<file path="src/rtl/dqs_dly_scan.sv">
// DQS output-delay calibration sequencer: sweeps the 5-bit delay tap, drives DQS high then low,
// checks the looped-back level, and programs the centre of the first contiguous passing window.
module dqs_dly_scan #(
  parameter int unsigned SETTLE_CYC = 8,
  parameter int unsigned SAMPLES    = 16,
  parameter logic [4:0]  FAIL_TAP   = 5'd0
) (
  input  logic       clk,
  input  logic       rst,
  input  logic       start,
  input  logic       dly_ready,
  input  logic       dqs_received,
  output logic [4:0] dly_data,
  output logic       ld,
  output logic       set,
  output logic       dqs_data,
  output logic       dqs_tri,
  output logic       busy,
  output logic       done,
  output logic       found,
  output logic [4:0] win_first,
  output logic [4:0] win_last,
  output logic [4:0] best
);

  typedef enum logic [3:0] {
    IDLE, WAIT_RDY, LOAD, SET, SETTLE_HI, MEAS_HI, SETTLE_LO, MEAS_LO,
    EVAL, CLOAD, CSET, CWAIT, DONE
  } state_t;

  localparam logic [7:0] SETTLE_LAST = 8'(SETTLE_CYC - 1);
  localparam logic [7:0] SAMPLE_LAST = 8'(SAMPLES - 1);

  state_t     state_r, nxt_s;
  logic [7:0] cnt_r;
  logic [4:0] tap_r;
  logic       fail_r, closed_r;
  logic       sync1_r, sync2_r;
  logic       abort_s;
  logic       found_n_s, closed_n_s;
  logic [4:0] first_n_s, last_n_s, best_n_s;
  logic [5:0] sum_s;

  // Window update candidates and next-state selection.
  always_comb begin
    found_n_s  = found;
    closed_n_s = closed_r;
    first_n_s  = win_first;
    last_n_s   = win_last;
    if (!fail_r) begin
      if (!found) begin
        found_n_s = 1'b1;
        first_n_s = tap_r;
        last_n_s  = tap_r;
      end else if (!closed_r) begin
        last_n_s = tap_r;
      end else begin
        last_n_s = win_last;
      end
    end else begin
      if (found) begin
        closed_n_s = 1'b1;
      end else begin
        closed_n_s = closed_r;
      end
    end
    sum_s    = {1'b0, first_n_s} + {1'b0, last_n_s};
    best_n_s = found_n_s ? sum_s[5:1] : FAIL_TAP;

    abort_s = 1'b0;
    if ((state_r == LOAD) || (state_r == SET) || (state_r == SETTLE_HI) ||
        (state_r == MEAS_HI) || (state_r == SETTLE_LO) || (state_r == MEAS_LO)) begin
      abort_s = !dly_ready;
    end else begin
      abort_s = 1'b0;
    end

    nxt_s = state_r;
    case (state_r)
      IDLE:      nxt_s = start ? WAIT_RDY : IDLE;
      WAIT_RDY:  nxt_s = dly_ready ? LOAD : WAIT_RDY;
      LOAD:      nxt_s = abort_s ? WAIT_RDY : SET;
      SET:       nxt_s = abort_s ? WAIT_RDY : SETTLE_HI;
      SETTLE_HI: nxt_s = abort_s ? WAIT_RDY : ((cnt_r == SETTLE_LAST) ? MEAS_HI : SETTLE_HI);
      MEAS_HI:   nxt_s = abort_s ? WAIT_RDY : ((cnt_r == SAMPLE_LAST) ? SETTLE_LO : MEAS_HI);
      SETTLE_LO: nxt_s = abort_s ? WAIT_RDY : ((cnt_r == SETTLE_LAST) ? MEAS_LO : SETTLE_LO);
      MEAS_LO:   nxt_s = abort_s ? WAIT_RDY : ((cnt_r == SAMPLE_LAST) ? EVAL : MEAS_LO);
      EVAL:      nxt_s = (closed_n_s || (tap_r == 5'd31)) ? CLOAD : WAIT_RDY;
      CLOAD:     nxt_s = dly_ready ? CSET : CWAIT;
      CSET:      nxt_s = dly_ready ? DONE : CWAIT;
      CWAIT:     nxt_s = dly_ready ? CLOAD : CWAIT;
      DONE:      nxt_s = IDLE;
      default:   nxt_s = IDLE;
    endcase
  end

  // Two-flop synchronizer on the received pad level.
  always_ff @(posedge clk) begin
    if (rst) begin
      sync1_r <= 1'b0;
      sync2_r <= 1'b0;
    end else begin
      sync1_r <= dqs_received;
      sync2_r <= sync1_r;
    end
  end

  // State register and per-state cycle counter (reloaded on every state change).
  always_ff @(posedge clk) begin
    if (rst) begin
      state_r <= IDLE;
      cnt_r   <= 8'd0;
    end else begin
      state_r <= nxt_s;
      cnt_r   <= (nxt_s != state_r) ? 8'd0 : (cnt_r + 8'd1);
    end
  end

  // Tap counter, fail flag and pass-window bookkeeping.
  always_ff @(posedge clk) begin
    if (rst) begin
      tap_r     <= 5'd0;
      fail_r    <= 1'b0;
      found     <= 1'b0;
      closed_r  <= 1'b0;
      win_first <= 5'd0;
      win_last  <= 5'd0;
      best      <= 5'd0;
    end else begin
      if (abort_s || ((nxt_s == SETTLE_HI) && (state_r != SETTLE_HI))) begin
        fail_r <= 1'b0;
      end else if ((state_r == MEAS_HI) && (sync2_r != 1'b1)) begin
        fail_r <= 1'b1;
      end else if ((state_r == MEAS_LO) && (sync2_r != 1'b0)) begin
        fail_r <= 1'b1;
      end else begin
        fail_r <= fail_r;
      end

      if ((state_r == IDLE) && start) begin
        tap_r     <= 5'd0;
        found     <= 1'b0;
        closed_r  <= 1'b0;
        win_first <= 5'd0;
        win_last  <= 5'd0;
      end else if (state_r == EVAL) begin
        found     <= found_n_s;
        closed_r  <= closed_n_s;
        win_first <= first_n_s;
        win_last  <= last_n_s;
        if (nxt_s == WAIT_RDY) begin
          tap_r <= tap_r + 5'd1;
        end else begin
          best <= best_n_s;
        end
      end else begin
        tap_r <= tap_r;
      end
    end
  end

  // Registered outputs decoded from the upcoming state so they align with it.
  always_ff @(posedge clk) begin
    if (rst) begin
      dly_data <= 5'd0;
      ld       <= 1'b0;
      set      <= 1'b0;
      dqs_data <= 1'b0;
      dqs_tri  <= 1'b1;
      busy     <= 1'b0;
      done     <= 1'b0;
    end else begin
      ld       <= (nxt_s == LOAD) || (nxt_s == CLOAD);
      set      <= (nxt_s == SET) || (nxt_s == CSET);
      dqs_data <= (nxt_s == SETTLE_HI) || (nxt_s == MEAS_HI);
      dqs_tri  <= !((nxt_s == SETTLE_HI) || (nxt_s == MEAS_HI) ||
                    (nxt_s == SETTLE_LO) || (nxt_s == MEAS_LO));
      busy     <= (nxt_s != IDLE) && (nxt_s != DONE);
      done     <= (nxt_s == DONE);
      if (nxt_s == LOAD) begin
        dly_data <= tap_r;
      end else if (nxt_s == CLOAD) begin
        dly_data <= (state_r == EVAL) ? best_n_s : best;
      end else begin
        dly_data <= dly_data;
      end
    end
  end

endmodule

</file>
<file path="config.mk">
export PLATFORM = sky130hd
export DESIGN_NAME = dqs_dly_scan
export DESIGN_NICKNAME = d
export VERILOG_FILES = /design/src/rtl/dqs_dly_scan.sv
export SDC_FILE = /design/constraint.sdc
export NUM_CORES = 1
export LEC_CHECK = 0
export ABC_AREA = 0
export CORE_MARGIN = 2
export CORE_UTILIZATION = 41
export DETAILED_ROUTE_END_ITERATION = 7
export PLACE_DENSITY_LB_ADDON = 0.1
export SLEW_MARGIN = 20
export SYNTH_ARGS = -nofsm -noshare
export SYNTH_HDL_FRONTEND = slang
export SYNTH_SLANG_ARGS = --single-unit
</file>
<file path="constraint.sdc">
create_clock -name clk -period 3.85 [get_ports clk]
set_clock_uncertainty 0.15 [all_clocks]
set_input_delay 0.5775 -clock clk [delete_from_list [all_inputs] [get_ports clk]]
set_output_delay 0.5775 -clock clk [all_outputs]
set_load 0.01 [all_outputs]
</file>
# After elaboration in Yosys (flattened, before gate mapping)

Index checks and enable logic that the tools add are counted.

Output and inout bits: 27
Logic and storage cells: 111
Bits of input ports: 5
Bits in registers: 48

Mux-type cells: 32
Equal/unequal tests: 27
Add/sub/neg operators: 3
Bitwise gates (word level): 3
Reduce and logical (&&, ||, !) cells: 28

Operators by type and width:

| cell                | count |
|---|---|
| $pmux 4 s12         | 1 |
| $mux 5              | 9 |
| $eq 4x3->1 const B  | 8 |
| $eq 4x4->1 const B  | 7 |
| $eq 4x2->1 const B  | 4 |
| $mux 3              | 5 |
| $logic_or 1x1->1    | 12 |
| $mux 4              | 3 |
| $mux 1              | 10 |
| $add 8x1->8 const B | 1 |
| $eq 4x1->1 const B  | 2 |
| $eq 8x3->1 const B  | 1 |
| $eq 8x4->1 const B  | 1 |
| $mux 2              | 4 |
| $add 5x5->6         | 1 |
| $reduce_or 2->1     | 3 |
| $add 5x1->5 const B | 1 |
| $eq 5x5->1 const B  | 1 |
| $logic_and 1x1->1   | 5 |
| $logic_not 4->1     | 1 |
| $ne 4x3->1 const B  | 1 |
| $ne 4x4->1          | 1 |
| $ne 4x4->1 const B  | 1 |
| $reduce_bool 2->1   | 2 |
| 5 further kinds     | 8 |

# Longest topological paths before layout

Word-level depth: 14
Mapped depth: 11
Depth with buffers taken out: 10

# Worst setup path after synthesis

No wires, ideal clock.

Path type: reg2reg
Start: register found
End: register dly_data[3]
Data required time: 3.630 ns
Arrival: 2.702 ns
Path buffers: 1
Path slack: 0.928 ns
Period minus slack after synthesis: 2.922 ns
Cell stages (with the launch flop): 11
Cells stage by stage: dfxtp_1 > clkbuf_1 > nor2_1 > mux2_2 > fa_1 > a21o_1 > a21oi_1 > xnor2_1 > a31oi_1 > a311o_1 > a21oi_1

Longest elaborated chain between the ends: 7

Ends and longest elaborated chain:

| item                     | line | source |
|---|---|---|
| start: declaration       | 20   | `output logic found,` |
| start signal: assignment | 147  | `found <= found_n_s;` |
| $mux 5                   | 51   | `if (!found) begin` |
| $mux 5                   | 50   | `if (!fail_r) begin` |
| net first_n_s[1]         | 41   | `logic [4:0] first_n_s, last_n_s, best_n_s;` |
| $add 5x5->6              | 67   | `sum_s = {1'b0, first_n_s} + {1'b0, last_n_s};` |
| $mux 5                   | 68   | `best_n_s = found_n_s ? sum_s[5:1] : FAIL_TAP;` |
| $mux 5                   | 183  | `dly_data <= (state_r == EVAL) ? best_n_s : best;` |
| $mux 5                   | 182  | `end else if (nxt_s == CLOAD) begin` |
| $mux 5                   | 180  | `if (nxt_s == LOAD) begin` |
| end signal: assignment   | 181  | `dly_data <= tap_r;` |
| end signal: assignment   | 183  |  |
| end signal: assignment   | 185  | `dly_data <= dly_data;` |
| end: declaration         | 13   | `output logic [4:0] dly_data,` |

The timed path passes the listed nets, and every way through them passes these cells. The select of a mux whose other input is x is not followed.
A chain may end at the register's enable or synchronous reset.

# Final worst setup path

Start: register found
End: register dly_data[4]

The elaborated chain is that of the path after synthesis.

==> impl_metrics.json <==
{
  "fin_crit_sh": 0.804,
  "wl_um": 6240,
  "numCtsBuffers": 5,
  "cts_setup_buffers": 0,
  "io_buffers": 31,
  "via_per_inst": 5.63,
  "maxCapViolations": 0,
  "yosysSeqAreaShare": 0.367,
  "fp-row-count": 29,
  "cts-hold-fix-buffers": 0,
  "switching_share": 0.253,
  "core_area_mm2": 0.00628,
  "critPathMaxFanout": 10,
  "clkPwrFrac": 0.341,
  "fin_util": 0.485,
  "rr_worst_depth": 8,
  "synth_area_leader_cell": "dfxtp_1",
  "dr.pass1.iters": 4,
  "ctsHtreeMaxLevel": 2,
  "postSynth.asyncResetShare": 0,
  "area_growth_pct": 16.1,
  "grt_use_met2": 0.272,
  "clock_path_buffers": 2,
  "vias": 2416,
  "gp_congestion": 0.836,
  "worst-setup-path-type": "register to register",
  "syn_inst": 331,
  "ant_nets": 0,
  "rr_endpoint": "dly_data[4]$_SDFFE_PP0P_",
  "clkSlewWorstSetupHoldPaths_ns": 0.09,
  "die_h_um": 83.9,
  "met3_usage": 0.0297,
  "worstSetupStartpointType": "register",
  "hold_path_class": "register to register",
  "gr-usage-all-layers": 0.182,
  "critPathCaptureType": "register",
  "layout_common_cells": "48 x dfxtp_1, 45 x nor2_1, 37 x nand2_1, 31 x clkdlybuf4s50_1, 25 x a21oi_1",
  "chipWidth_um": 83.9,
  "drive_gt1_frac": 0.0597,
  "p_leak_nw": 1.16,
  "rsz0062_at_grt": "false",
  "clock-sinks": 48,
  "busiest_layer": "met2",
  "grt_pass1_vias": 2151,
  "clock.fmax_mhz": 323,
  "synth_fp_nets": 344,
  "holdCritStartpoint": "sync1_r$_SDFF_PP0_",
  "synth_area_leaders": "dfxtp_1 37%, nor2_1 6.4%, nand2_1 5.3%, a21oi_1 4.8%, ha_1 3.3%",
  "arrival_ns": 3.10,
  "start_util": 0.417,
  "pwr-share-seq": 0.563,
  "antenna_found_initial": 0,
  "synth_area_mm2": 0.00262,
  "period_minus_slack_ns": 3.10,
  "fin_nets": 364,
  "fin_tns_setup_ns": 0,
  "diodes": 0,
  "reg2reg_from": "found$_SDFFE_PP0P_",
  "pin_count": 32,
  "grt_max_degree": 27,
  "synth_edf_count": 0,
  "cts_root_buf": "clkbuf_8",
  "hpwl_um": 4510,
  "slew_headroom": 0.389,
  "worst_pin_slew_ns": 0.914,
  "use_met1": 0.266,
  "ctsResizeCount": 0,
  "cts_tree": "built",
  "yosys_warnings": 0,
  "first_iter_violations": 265,
  "drt-wirelength-per-cell_um": 14.6,
  "power.switching_mw": 0.232,
  "cp-startpoint": "found$_SDFFE_PP0P_",
  "drc_errors": 0,
  "yosys.area.top_type_share": 0.367,
  "synth_seq_cells": 48,
  "ir_drop_mv": 0.150,
  "worstSetupEndpoint": "dly_data[4]$_SDFFE_PP0P_",
  "power_density_mw_per_mm2": 300,
  "synth.avg_cell_area_um2": 7.92,
  "hold_violations": 0,
  "status": "finished, final reports clean",
  "clock_latency_ns": 0.30,
  "required_ns": 3.85,
  "grt_overflow_total": 0,
  "synthFlopType": "dfxtp_1",
  "maxSlewViolCount": 0,
  "intPower_mw": 0.683,
  "dieArea_mm2": 0.00705,
  "p_comb_frac": 0.096,
  "grt_pass1_wl_um": 10600,
  "final_common_cell": "dfxtp_1",
  "setup_viol": 0,
  "r2r_slack_ns": 0.75,
  "ys_types": 53
}
-- state kept, by name, summed over array words and instances (netlist names), 4 cells and up --
signal and cells:
best 5, cnt_r 8, dly_data 5, state_r 4, tap_r 5, win_first 5, win_last 5
-- per-layer routing --
layer	up-vias	wire length, µm
li1	1217	-
met1	1112	3170
met2	72	2670
met3	15	266
met4	0	136
met5	-	0
-- synthesized netlist by cell type (all sizes together) (4+ instances only) --
master,n
dfxtp,48
nor2,45
nand2,37
a21oi,25
o21ai,18
clkbuf,17
nor3,14
nand3,13
nand2b,9
ha,7
xor2,7
a31oi,6
nor2b,6
or3,6
and3,5
xnor2,5
a32oi,4
mux2,4
nand3b,4
o211ai,4
or4,4
-- worst min-delay path by stage --
stage / endpoint / slack [ns] / cells after the start
global route: sync2_r$_SDFF_PP0_ / 0.31 / 1
global placement: sync2_r$_SDFF_PP0_ / 0.27 / 1
detailed placement: sync2_r$_SDFF_PP0_ / 0.28 / 1
floorplan: sync2_r$_SDFF_PP0_ / 0.26 / 1
CTS: sync2_r$_SDFF_PP0_ / 0.30 / 1
finish: sync2_r$_SDFF_PP0_ / 0.29 / 1
-- area by class of cell --
class,instances,area (µm²)
sequential,48,961
tap,77,96.3
multi-input combinational,261,1560
clock inverter,2,10.0
timing repair buffer,33,325
fill,623,3230
clock buffer,6,82.6
inverter,2,7.51
-- metrics by stage --
stage	hold slack (ns)	area [µm²]	worst slack, ns	total power [mW]	std cells
CTS	0.301	3040	0.749	0.928	429
global route	0.313	3040	0.502	0.959	429
finish	0.292	3040	0.753	0.914	429
global placement	0.270	2950	0.646	0.614	421
detailed placement	0.278	2950	0.531	0.614	421
floorplan	0.264	2620	0.928	0.591	331
-- power by group through the flow --
stage | clock network, mW | registers, mW | logic [mW]
4_1_cts | 0.325 | 0.515 | 0.0881
2_1_floorplan | 0 | 0.520 | 0.0710
3_5_place_dp | 0 | 0.526 | 0.0878
6_report | 0.312 | 0.515 | 0.0878
5_1_grt | 0.343 | 0.517 | 0.0988
3_3_place_gp | 0 | 0.526 | 0.0884
-- critical path: stages (launching register included) --
cell and delay, ns:
dfxtp_1 0.41, nor2_1 0.37, mux2_2 0.43, ha_1 0.32, or4_1 0.52, a31oi_1 0.29
o41ai_1 0.15, a32oi_1 0.22, a21oi_1 0.08
-- logic make-up after synthesis --
logic type               synth area share
AND/OR/NAND/NOR                     0.290
XOR/XNOR                           0.0401
flip-flops                          0.367
AO/OA/AOI/OAI                       0.195
adder cells (fa/ha/maj)            0.0411
multiplexers                       0.0287
buffers and inverters              0.0377
(Power assumes the default switching activity.)
